<file path="config.mk">
export PLATFORM = sky130hd
export DESIGN_NAME = uart_receiver
export DESIGN_NICKNAME = d
export VERILOG_FILES = /design/src/rtl/uart_receiver.sv
export SDC_FILE = /design/constraint.sdc
export NUM_CORES = 1
export LEC_CHECK = 0
export ABC_AREA = 1
export CORE_MARGIN = 2
export CORE_UTILIZATION = 35
export DETAILED_ROUTE_END_ITERATION = 16
export GPL_TIMING_DRIVEN = 0
export PLACE_DENSITY = 0.63
export SYNTH_ARGS = -nofsm -noshare
export SYNTH_HDL_FRONTEND = slang
export SYNTH_SLANG_ARGS = --single-unit
</file>
<file path="constraint.sdc">
create_clock -name clk_i -period 4.55 [get_ports clk_i]
set_input_delay 1.365 -clock clk_i [delete_from_list [all_inputs] [get_ports clk_i]]
set_output_delay 1.365 -clock clk_i [all_outputs]
set_load 0.02 [all_outputs]
</file>
<file path="src/rtl/uart_receiver.sv">
// uart_receiver: 16x-oversampled UART receive path with optional parity.
// Synchronizes rx_i, detects the start edge, samples data, parity and stop
// bits, and reports each completed frame with a one-cycle rx_valid_o pulse.
// Build option UART_RX_MAJORITY_EN: when defined, each bit is the 2-of-3
// majority of samples taken at tick counts 6, 7 and 8 (decided at 8);
// otherwise a single sample is taken at tick count 7.
//
// state    | meaning
// ---------+-----------------------------------------------------------
// S_IDLE   | line idle, waiting for a tick with rxs low
// S_START  | validating the start bit, glitches return to S_IDLE
// S_DATA   | receiving 8 data bits, LSB first
// S_PARITY | receiving the parity bit (only when latched parity enable)
// S_STOP   | sampling the stop bit, returns to S_IDLE at the decision point
module uart_receiver #(
  parameter int SYNC_STAGES = 2
) (
  input  logic       clk_i,
  input  logic       rst_ni,
  input  logic       baud_tick_x16_i,
  input  logic       rx_i,
  input  logic       rx_en_i,
  input  logic       parity_en_i,
  input  logic       parity_odd_i,
  output logic [7:0] rx_data_o,
  output logic       rx_valid_o,
  output logic       parity_err_o,
  output logic       frame_err_o,
  output logic       busy_o
);

  typedef enum logic [2:0] {
    S_IDLE,
    S_START,
    S_DATA,
    S_PARITY,
    S_STOP
  } state_t;

`ifdef UART_RX_MAJORITY_EN
  localparam logic [3:0] DEC_CNT = 4'd8;
`else
  localparam logic [3:0] DEC_CNT = 4'd7;
`endif

  state_t                 state_q, state_d;
  logic [SYNC_STAGES-1:0] sync_q;
  logic                   rxs;
  logic [3:0]             cnt_q;
  logic [2:0]             bit_idx_q;
  logic [7:0]             shift_q;
  logic                   par_en_q, par_odd_q, par_err_q;
  logic                   tick, dec_pt, bit_end, bit_val, stop_dec;

  // Two-flop (or deeper) synchronizer; idles high so reset looks like an idle line.
  always_ff @(posedge clk_i or negedge rst_ni) begin
    if (!rst_ni) sync_q <= '1;
    else         sync_q <= {sync_q[SYNC_STAGES-2:0], rx_i};
  end

  assign rxs = sync_q[SYNC_STAGES-1];

`ifdef UART_RX_MAJORITY_EN
  logic s6_q, s7_q;

  // Capture the two early samples that feed the majority vote at count 8.
  always_ff @(posedge clk_i or negedge rst_ni) begin
    if (!rst_ni) begin
      s6_q <= 1'b1;
      s7_q <= 1'b1;
    end else if (tick) begin
      if (cnt_q == 4'd6) s6_q <= rxs;
      if (cnt_q == 4'd7) s7_q <= rxs;
    end
  end

  assign bit_val = (s6_q & s7_q) | (s6_q & rxs) | (s7_q & rxs);
`else
  assign bit_val = rxs;
`endif

  assign tick     = baud_tick_x16_i;
  assign dec_pt   = tick && (cnt_q == DEC_CNT);
  assign bit_end  = tick && (cnt_q == 4'd15);
  assign stop_dec = rx_en_i && (state_q == S_STOP) && dec_pt;
  assign busy_o   = (state_q != S_IDLE);

  // State register.
  always_ff @(posedge clk_i or negedge rst_ni) begin
    if (!rst_ni) state_q <= S_IDLE;
    else         state_q <= state_d;
  end

  // Next-state logic; disabling the receiver overrides everything.
  always_comb begin
    state_d = state_q;
    if (!rx_en_i) begin
      state_d = S_IDLE;
    end else begin
      case (state_q)
        S_IDLE:   if (tick && !rxs) state_d = S_START;
        S_START: begin
          if (dec_pt && bit_val) state_d = S_IDLE;
          else if (bit_end)      state_d = S_DATA;
        end
        S_DATA:   if (bit_end && (bit_idx_q == 3'd7)) state_d = par_en_q ? S_PARITY : S_STOP;
        S_PARITY: if (bit_end) state_d = S_STOP;
        S_STOP:   if (dec_pt) state_d = S_IDLE;
        default:  state_d = S_IDLE;
      endcase
    end
  end

  // Tick counter: held at zero while idle or disabled, so the start tick restarts it.
  always_ff @(posedge clk_i or negedge rst_ni) begin
    if (!rst_ni)                            cnt_q <= '0;
    else if (!rx_en_i || state_q == S_IDLE) cnt_q <= '0;
    else if (tick)                          cnt_q <= cnt_q + 4'd1;
  end

  // Frame datapath: config latch at start, shift register, parity check, result registers.
  always_ff @(posedge clk_i or negedge rst_ni) begin
    if (!rst_ni) begin
      bit_idx_q    <= '0;
      shift_q      <= '0;
      par_en_q     <= 1'b0;
      par_odd_q    <= 1'b0;
      par_err_q    <= 1'b0;
      rx_data_o    <= '0;
      rx_valid_o   <= 1'b0;
      parity_err_o <= 1'b0;
      frame_err_o  <= 1'b0;
    end else begin
      rx_valid_o <= 1'b0;
      if (state_q == S_IDLE && state_d == S_START) begin
        par_en_q  <= parity_en_i;
        par_odd_q <= parity_odd_i;
        bit_idx_q <= '0;
      end
      if (state_q == S_DATA && dec_pt)  shift_q   <= {bit_val, shift_q[7:1]};
      if (state_q == S_DATA && bit_end) bit_idx_q <= bit_idx_q + 3'd1;
      if (state_q == S_PARITY && dec_pt)
        par_err_q <= (^shift_q ^ bit_val) != par_odd_q;
      if (stop_dec) begin
        rx_valid_o   <= 1'b1;
        rx_data_o    <= shift_q;
        frame_err_o  <= ~bit_val;
        parity_err_o <= par_en_q & par_err_q;
      end
    end
  end

endmodule

</file>
==> results of run 1 <==
## worst paths after layout
path                                           start                       end  slack [ns]  cells past startpoint
worst max-delay path            state_q[1]$_DFF_PN0_                    busy_o        1.40                      3
worst min-delay path             sync_q[0]$_DFF_PN1_       sync_q[1]$_DFF_PN1_        0.36                      0
worst max register to register  cnt_q[1]$_DFFE_PN0P_    shift_q[6]$_DFFE_PN0P_        2.83                      8
worst min register to register   sync_q[0]$_DFF_PN1_       sync_q[1]$_DFF_PN1_        0.36                      0
max in group asynchronous                     rst_ni  bit_idx_q[1]$_DFFE_PN0P_        2.93                      1
min in group asynchronous                     rst_ni  rx_data_o[6]$_DFFE_PN0P_        1.14                      1
## layout make-up
class	count	share of cell area [%]
Clock inverter	1	0.257
Sequential cell	34	43.7
Clock buffer	7	4.43
Buffer	2	0.770
Timing Repair Buffer	18	8.98
Tap cell	52	3.34
Multi-Input combinational cell	129	34.1
Inverter	23	4.43
## Yosys cell counts, types with 2 or more instances
cell and count:
sky130_fd_sc_hd__nor3b_1 2, sky130_fd_sc_hd__nand4_1 2, sky130_fd_sc_hd__nand3_1 12, sky130_fd_sc_hd__nand2_2 2, sky130_fd_sc_hd__nand2_1 58, sky130_fd_sc_hd__inv_2 3
sky130_fd_sc_hd__inv_1 20, sky130_fd_sc_hd__o21ai_0 11, sky130_fd_sc_hd__nor2_1 13, sky130_fd_sc_hd__a21oi_1 3, sky130_fd_sc_hd__nor3_1 3, sky130_fd_sc_hd__ha_1 3
sky130_fd_sc_hd__dfstp_2 2, sky130_fd_sc_hd__dfrtp_1 32, sky130_fd_sc_hd__xnor2_1 4, sky130_fd_sc_hd__xor2_1 2, sky130_fd_sc_hd__o21ai_2 8
## cell usage in the layout, fill, tap and decap left out, drive strengths merged
cell and instances:
dfstp 2, clkdlybuf4s50 17, nand3 12, nor3 4, nand2 60, nor3b 2
xor2 2, a31oi 1, inv 23, mux2i 1, buf 2, dfrtp 32
ha 3, nand4 2, o21ai 19, clkinv 1, or2 1, nand3b 1
a21oi 3, nor2 14, clkbuf 8, xnor2 4
## power by group through the flow
stage	logic (uW)	clock network, uW	registers [uW]
after global placement	34.5	0	321
after global routing	38.4	253	317
after floorplan	18.5	0	319
after CTS	34.5	237	316
final	33.4	228	316
after detailed placement	34.5	0	321
## stage by stage
stage | setup WS (ns) | hold WS [ns] | cell area, sq um | power [uW] | util [%]
2_1_floorplan | 2.24 | 0.345 | 1620 | 338 | -
3_3_place_gp | 1.37 | 0.347 | 1860 | 356 | 42.2
3_5_place_dp | 1.36 | 0.348 | 1860 | 356 | 42.1
4_1_cts | 1.38 | 0.357 | 1950 | 587 | 44.2
5_1_grt | 1.20 | 0.369 | 1950 | 608 | 44.2
6_report | 1.40 | 0.357 | 1950 | 577 | 44.2
## metal layers
metal | vias to the layer above | routed length, um | GRT usage (%)
met5 | - | 0 | 0
met4 | 0 | 31 | 3.14
met3 | 5 | 158 | 5.42
met2 | 26 | 1250 | 19.3
met1 | 551 | 1380 | 16.9
li1 | 644 | - | -
## cells by family (layout without fill, tap and decap cells)
family / after synthesis / count (layout)
simple gates: 96 / 96
flops: 34 / 34
buf+inv: 25 / 51
compound gates: 23 / 23
xor+xnor: 6 / 6
fa+ha+maj: 3 / 3
mux: 1 / 1
## sequential cells by signal (all words and copies together), names as in the netlist
signal,count
rx_data_o,8
shift_q,8
cnt_q,4
bit_idx_q,3
state_q,3
sync_q,2
frame_err_o,1
par_en_q,1
par_err_q,1
par_odd_q,1
parity_err_o,1
rx_valid_o,1
==> impl_metrics.xml, run 1 <==
<?xml version="1.0" encoding="UTF-8"?>
<metrics>
  <group name="global_routing">
    <metric name="grt_pass1_vias" unit="">1162</metric>
    <metric name="grt_first_pass_wirelength" unit="um">5110</metric>
    <metric name="grt_start_max_net_pins" unit="">35</metric>
    <metric name="antenna_found_initial" unit="">0</metric>
    <metric name="groute.usage.overall" unit="%">12.7</metric>
    <metric name="grt_overflow_total" unit="">0</metric>
  </group>
  <group name="route">
    <metric name="first_pass_iters" unit="">4</metric>
    <metric name="route.antenna.remaining_nets" unit="">0</metric>
    <metric name="detail_route.vias_per_cell" unit="">4.61</metric>
    <metric name="remaining_drc_errors" unit="">0</metric>
    <metric name="routed-via-count" unit="">1226</metric>
    <metric name="post_dr_wirelength_cell" unit="um">10.6</metric>
    <metric name="first_iter_violations" unit="">70</metric>
    <metric name="wirelength" unit="um">2820</metric>
  </group>
  <group name="timing">
    <metric name="report.final.hold_viol_count" unit="">0</metric>
    <metric name="drv_slew" unit="">0</metric>
    <metric name="layout_worst_path_cycle_share" unit="%">69.3</metric>
    <metric name="grt_setup_unrepaired" unit="">no</metric>
    <metric name="timing_worst_slew_pin_value" unit="ns">0.747</metric>
    <metric name="slew_headroom" unit="%">50.2</metric>
    <metric name="clock_skew" unit="ns">0.00545</metric>
    <metric name="fmax" unit="MHz">317</metric>
    <metric name="final.min_clock_period" unit="ns">3.15</metric>
    <metric name="tns" unit="ns">0</metric>
    <metric name="report.final.setup_viol" unit="">0</metric>
  </group>
  <group name="cts">
    <metric name="cts_buffers" unit="">5</metric>
    <metric name="clock_sink_count" unit="">34</metric>
    <metric name="cts_buffer_depth" unit="">2</metric>
    <metric name="post_cts_hold_buffer_count" unit="">0</metric>
    <metric name="cts_resized" unit="">0</metric>
    <metric name="clock_latency" unit="ns">0.29</metric>
    <metric name="postCtsSetupRepairBufs" unit="">0</metric>
    <metric name="ctsHtreeMaxLevel" unit="">2</metric>
    <metric name="cts.clk_slew.worst_paths" unit="ns">0.06</metric>
    <metric name="cts_root_buf" unit="">sky130_fd_sc_hd__clkbuf_8</metric>
    <metric name="tritoncts" unit="">yes</metric>
  </group>
  <group name="synth">
    <metric name="synthArstFlopShare" unit="%">100</metric>
    <metric name="synth.distinct_cells" unit="">25</metric>
    <metric name="yosys.area_share.xor_xnor" unit="%">3.25</metric>
    <metric name="yosys.area_share.simple" unit="%">25.8</metric>
    <metric name="netlist.area_leader.share" unit="%">49.5</metric>
    <metric name="yosys_register_bits" unit="">34</metric>
    <metric name="yosysSeqAreaShare" unit="%">52.7</metric>
    <metric name="proportion_of_synthesized_area_in_mux_cells" unit="%">0.618</metric>
    <metric name="synth_top_cell_by_area" unit="">sky130_fd_sc_hd__dfrtp_1</metric>
    <metric name="synth_cells" unit="">188</metric>
    <metric name="edff_count_synth" unit="">0</metric>
    <metric name="synth_top_family_by_area" unit="">simple AND/OR/NAND/NOR gates</metric>
    <metric name="synth.cell_area" unit="sq um">1620</metric>
    <metric name="synth_fa_ha_area_share" unit="%">2.32</metric>
    <metric name="mappedNetlistNets" unit="">198</metric>
    <metric name="synth_compound_area_share" unit="%">9.04</metric>
    <metric name="netlist_top_cells_area" unit="">sky130_fd_sc_hd__dfrtp_1 49%, sky130_fd_sc_hd__nand2_1 13%, sky130_fd_sc_hd__inv_1 4.6%</metric>
    <metric name="ys_warn_count" unit="">0</metric>
    <metric name="synth.avg_cell_area" unit="sq um">8.61</metric>
    <metric name="yosys_most_used_dff" unit="">sky130_fd_sc_hd__dfrtp_1</metric>
  </group>
  <group name="finish">
    <metric name="antenna_diode_count" unit="">0</metric>
    <metric name="multiInputGateArea" unit="sq um">664</metric>
    <metric name="layout.cells.non_filler" unit="">266</metric>
    <metric name="final_layout_size_suffix_gt1_share" unit="%">12.6</metric>
    <metric name="final_net_count" unit="">223</metric>
    <metric name="fillerInstances" unit="">454</metric>
    <metric name="synth_to_final_area_change" unit="%">20.5</metric>
    <metric name="layout.area.seq" unit="sq um">853</metric>
  </group>
  <group name="die">
    <metric name="die_h" unit="um">72.0</metric>
    <metric name="rows" unit="">24</metric>
    <metric name="initial_utilization" unit="%">36.7</metric>
    <metric name="die_width" unit="um">72.0</metric>
    <metric name="total_core_area" unit="sq um">4410</metric>
    <metric name="num_io_pins" unit="">19</metric>
    <metric name="design.die.area" unit="sq um">5190</metric>
  </group>
  <group name="place">
    <metric name="place.detailed.instances" unit="">258</metric>
    <metric name="place_congestion" unit="">0.774</metric>
    <metric name="port_buffers" unit="">18</metric>
    <metric name="dp_hpwl" unit="um">2010</metric>
  </group>
  <group name="power_and_ir_drop">
    <metric name="vdd_drop_max" unit="V">0.000176</metric>
    <metric name="comb_power_share" unit="%">5.8</metric>
    <metric name="power.switching" unit="uW">132</metric>
    <metric name="switching_share" unit="%">22.9</metric>
    <metric name="leakagePower" unit="uW">0.000975</metric>
    <metric name="pwr-share-seq" unit="%">54.7</metric>
    <metric name="cell_internal_pwr" unit="uW">445</metric>
    <metric name="power.share.clock" unit="%">39.5</metric>
    <metric name="power_density" unit="nW/um^2">296</metric>
  </group>
  <group name="worst_setup_path">
    <metric name="crit_path_end_kind" unit="">output port</metric>
    <metric name="worstPathArrival" unit="ns">1.79</metric>
    <metric name="crit_path_top_delay_cell" unit="">sky130_fd_sc_hd__clkdlybuf4s50_1</metric>
    <metric name="crit_path_max_delay_family" unit="">buffers and inverters</metric>
    <metric name="crit_chain" unit="">nor3_1, inv_1, clkdlybuf4s50_1</metric>
    <metric name="path_max_fanout" unit="">5</metric>
    <metric name="cp-start-kind" unit="">register</metric>
    <metric name="criticalPathCategory" unit="">register to output port</metric>
    <metric name="cpPeakStageDelay" unit="ns">0.55</metric>
    <metric name="critPathBufInv" unit="">2</metric>
    <metric name="timing.critical_path.required" unit="ns">3.18</metric>
  </group>
  <group name="worst_hold_path">
    <metric name="hold_class" unit="">register to register</metric>
  </group>
  <group name="job">
    <metric name="cap_viol_max_count" unit="">0</metric>
  </group>
  <group name="run_status">
    <metric name="run_status" unit="">finished clean</metric>
  </group>
</metrics>
Power figures use the tool's default switching activity.
==> inputs of run 2 (changes only) <==
- PLACE_DENSITY: 0.63 -> 0.65
- clock period: 4.55 -> 2.6 ns (I/O delays scaled with it)
==> impl_metrics.xml, run 2 (synthesis gave the netlist of run 1 again) <==
<?xml version="1.0" encoding="UTF-8"?>
<metrics>
  <group name="run_status">
    <metric name="run_status" unit="">finished clean</metric>
  </group>
  <group name="finish">
    <metric name="final_net_count" unit="">223</metric>
    <metric name="layout.cells.most_common_list" unit="">58 x sky130_fd_sc_hd__nand2_1, 32 x sky130_fd_sc_hd__dfrtp_1, 20 x sky130_fd_sc_hd__inv_1</metric>
    <metric name="registers_with_the_highest_flip_flop_counts" unit="">rx_data_o x8, shift_q x8, cnt_q x4</metric>
    <metric name="antenna_diode_count" unit="">0</metric>
    <metric name="synth_to_final_area_change" unit="%">21.7</metric>
    <metric name="layout.cells.non_filler" unit="">266</metric>
    <metric name="final_common_cell" unit="">sky130_fd_sc_hd__nand2_1</metric>
    <metric name="final_layout_size_suffix_gt1_share" unit="%">12.6</metric>
    <metric name="design_area" unit="sq um">1970</metric>
  </group>
  <group name="worst_setup_path">
    <metric name="criticalPathCategory" unit="">register to output port</metric>
    <metric name="timing.critical_path.required" unit="ns">1.82</metric>
    <metric name="reg2reg_depth" unit="">11</metric>
    <metric name="path_max_fanout" unit="">5</metric>
    <metric name="crit_path_top_delay_cell" unit="">sky130_fd_sc_hd__clkdlybuf4s50_1</metric>
    <metric name="cp-start-kind" unit="">register</metric>
    <metric name="crit_path_end_kind" unit="">output port</metric>
    <metric name="crit_chain" unit="">nor3_2, inv_1, clkdlybuf4s50_1</metric>
    <metric name="timing.rr.end" unit="">parity_err_o$_DFFE_PN0P_</metric>
    <metric name="r2r-start" unit="">cnt_q[1]$_DFFE_PN0P_</metric>
    <metric name="cpPeakStageDelay" unit="ns">0.56</metric>
    <metric name="worst_setup_path_endpoint" unit="">busy_o</metric>
    <metric name="worst-r2r-setup-slack" unit="ns">0.88</metric>
    <metric name="critical_path.startpoint" unit="">state_q[1]$_DFF_PN0_</metric>
    <metric name="worstPathArrival" unit="ns">1.73</metric>
  </group>
  <group name="global_routing">
    <metric name="antenna_found_initial" unit="">0</metric>
    <metric name="groute.usage.overall" unit="%">13.6</metric>
    <metric name="grt_start_max_net_pins" unit="">35</metric>
    <metric name="grt_overflow_total" unit="">0</metric>
    <metric name="grt_first_pass_wirelength" unit="um">5450</metric>
    <metric name="grt_pass1_vias" unit="">1283</metric>
  </group>
  <group name="timing">
    <metric name="final.min_clock_period" unit="ns">2.51</metric>
    <metric name="tns" unit="ns">0</metric>
    <metric name="grt_setup_unrepaired" unit="">no</metric>
    <metric name="drv_slew" unit="">0</metric>
    <metric name="report.final.hold_viol_count" unit="">0</metric>
    <metric name="layout_worst_path_cycle_share" unit="%">96.5</metric>
    <metric name="slew_headroom" unit="%">49.8</metric>
    <metric name="worst_hold_slack" unit="ns">0.356</metric>
    <metric name="fmax" unit="MHz">398</metric>
    <metric name="timing_worst_slew_pin_value" unit="ns">0.753</metric>
    <metric name="clock_skew" unit="ns">0.00775</metric>
    <metric name="report.final.setup_viol" unit="">0</metric>
  </group>
  <group name="power_and_ir_drop">
    <metric name="vdd_drop_max" unit="V">0.000267</metric>
    <metric name="power_density" unit="nW/um^2">551</metric>
    <metric name="leakagePower" unit="uW">0.000981</metric>
  </group>
  <group name="route">
    <metric name="remaining_drc_errors" unit="">0</metric>
    <metric name="wirelength" unit="um">2980</metric>
    <metric name="routed-via-count" unit="">1273</metric>
    <metric name="route.antenna.remaining_nets" unit="">0</metric>
    <metric name="first_pass_iters" unit="">4</metric>
    <metric name="first_iter_violations" unit="">61</metric>
    <metric name="detail_route.vias_per_cell" unit="">4.79</metric>
    <metric name="post_dr_wirelength_cell" unit="um">11.2</metric>
  </group>
  <group name="die">
    <metric name="design.die.area" unit="sq um">5190</metric>
    <metric name="die_width" unit="um">72.0</metric>
    <metric name="rows" unit="">24</metric>
    <metric name="total_core_area" unit="sq um">4410</metric>
    <metric name="initial_utilization" unit="%">36.7</metric>
    <metric name="num_io_pins" unit="">19</metric>
    <metric name="die_h" unit="um">72.0</metric>
  </group>
  <group name="cts">
    <metric name="cts_buffers" unit="">5</metric>
    <metric name="postCtsSetupRepairBufs" unit="">0</metric>
    <metric name="ctsHtreeMaxLevel" unit="">2</metric>
    <metric name="cts_root_buf" unit="">sky130_fd_sc_hd__clkbuf_8</metric>
    <metric name="cts_buffer_depth" unit="">2</metric>
    <metric name="tritoncts" unit="">yes</metric>
    <metric name="cts.clk_slew.worst_paths" unit="ns">0.06</metric>
    <metric name="clock_sink_count" unit="">34</metric>
    <metric name="clock_latency" unit="ns">0.29</metric>
  </group>
  <group name="place">
    <metric name="place.detailed.instances" unit="">258</metric>
    <metric name="post_dp_cell_area" unit="sq um">1860</metric>
    <metric name="place_congestion" unit="">0.752</metric>
    <metric name="dp_hpwl" unit="um">2170</metric>
    <metric name="port_buffers" unit="">18</metric>
  </group>
  <group name="job">
    <metric name="cap_viol_max_count" unit="">0</metric>
  </group>
  <group name="worst_hold_path">
    <metric name="hold_class" unit="">register to register</metric>
  </group>
</metrics>
## run 2: final cells by class
| type | instances | area, sq um |
|---|---|---|
| fill | 457 | 2440 |
| multi-input combinational | 129 | 669 |
| timing repair buffer | 18 | 175 |
| clock inverter | 1 | 30.0 |
| sequential | 34 | 853 |
| inverter | 23 | 86.3 |
| buffer | 2 | 15.0 |
| tap | 52 | 65.1 |
| clock buffer | 7 | 76.3 |
## run 2: per-stage QoR
stage / util [%] / worst slack (ns) / power [uW]
finish: 44.6 / 0.0898 / 1090
floorplan: - / 0.874 / 591
detailed placement: 42.1 / 0.0445 / 624
global placement: 42.2 / 0.0427 / 623
global route: 44.6 / 0.0295 / 1130
CTS: 44.6 / 0.0740 / 1100
## run 2: power by group
group	total [uW]	internal [uW]	leakage (uW)	switching, uW
logic	59.9	24.4	0.000469	35.5
registers	554	541	0.000459	12.4
clock network	472	287	0.0000524	185
total	1090	852	0.000981	233
## run 2: worst max-delay path: cells and delay by family, from the launching register on
family | cells | cell delay, ns
buffers and inverters | 2 | 0.66
DFF | 1 | 0.44
and+or+nand+nor | 1 | 0.34
## run 2: how the worst min path moves through the flow
| stage | from | endpoint | slack, ns | depth (start not counted) |
|---|---|---|---|---|
| final | sync_q[0]$_DFF_PN1_ | sync_q[1]$_DFF_PN1_ | 0.36 | 0 |
| after global routing | sync_q[0]$_DFF_PN1_ | sync_q[1]$_DFF_PN1_ | 0.36 | 0 |
| after CTS | sync_q[0]$_DFF_PN1_ | sync_q[1]$_DFF_PN1_ | 0.36 | 0 |
| after detailed placement | sync_q[0]$_DFF_PN1_ | sync_q[1]$_DFF_PN1_ | 0.35 | 0 |
| after global placement | sync_q[0]$_DFF_PN1_ | sync_q[1]$_DFF_PN1_ | 0.35 | 0 |
| after floorplan | sync_q[0]$_DFF_PN1_ | sync_q[1]$_DFF_PN1_ | 0.35 | 0 |
## run 2: routing by layer
layer  share of wire (%)  vias to the layer above  track usage [%]
met4                 2.6                        0             7.34
met1                  46                      593             16.6
met2                  48                       23             22.0
li1                    -                      649                -
met5                   0                        -                0
met3                 4.0                        8             3.75
## run 2: timing repair
| item | 4_1_cts | 5_1_grt |
|---|---|---|
| hold buffers | 0 | 0 |
| setup endpoints to repair | 1 | 0 |
| resized for setup | 1 | 0 |
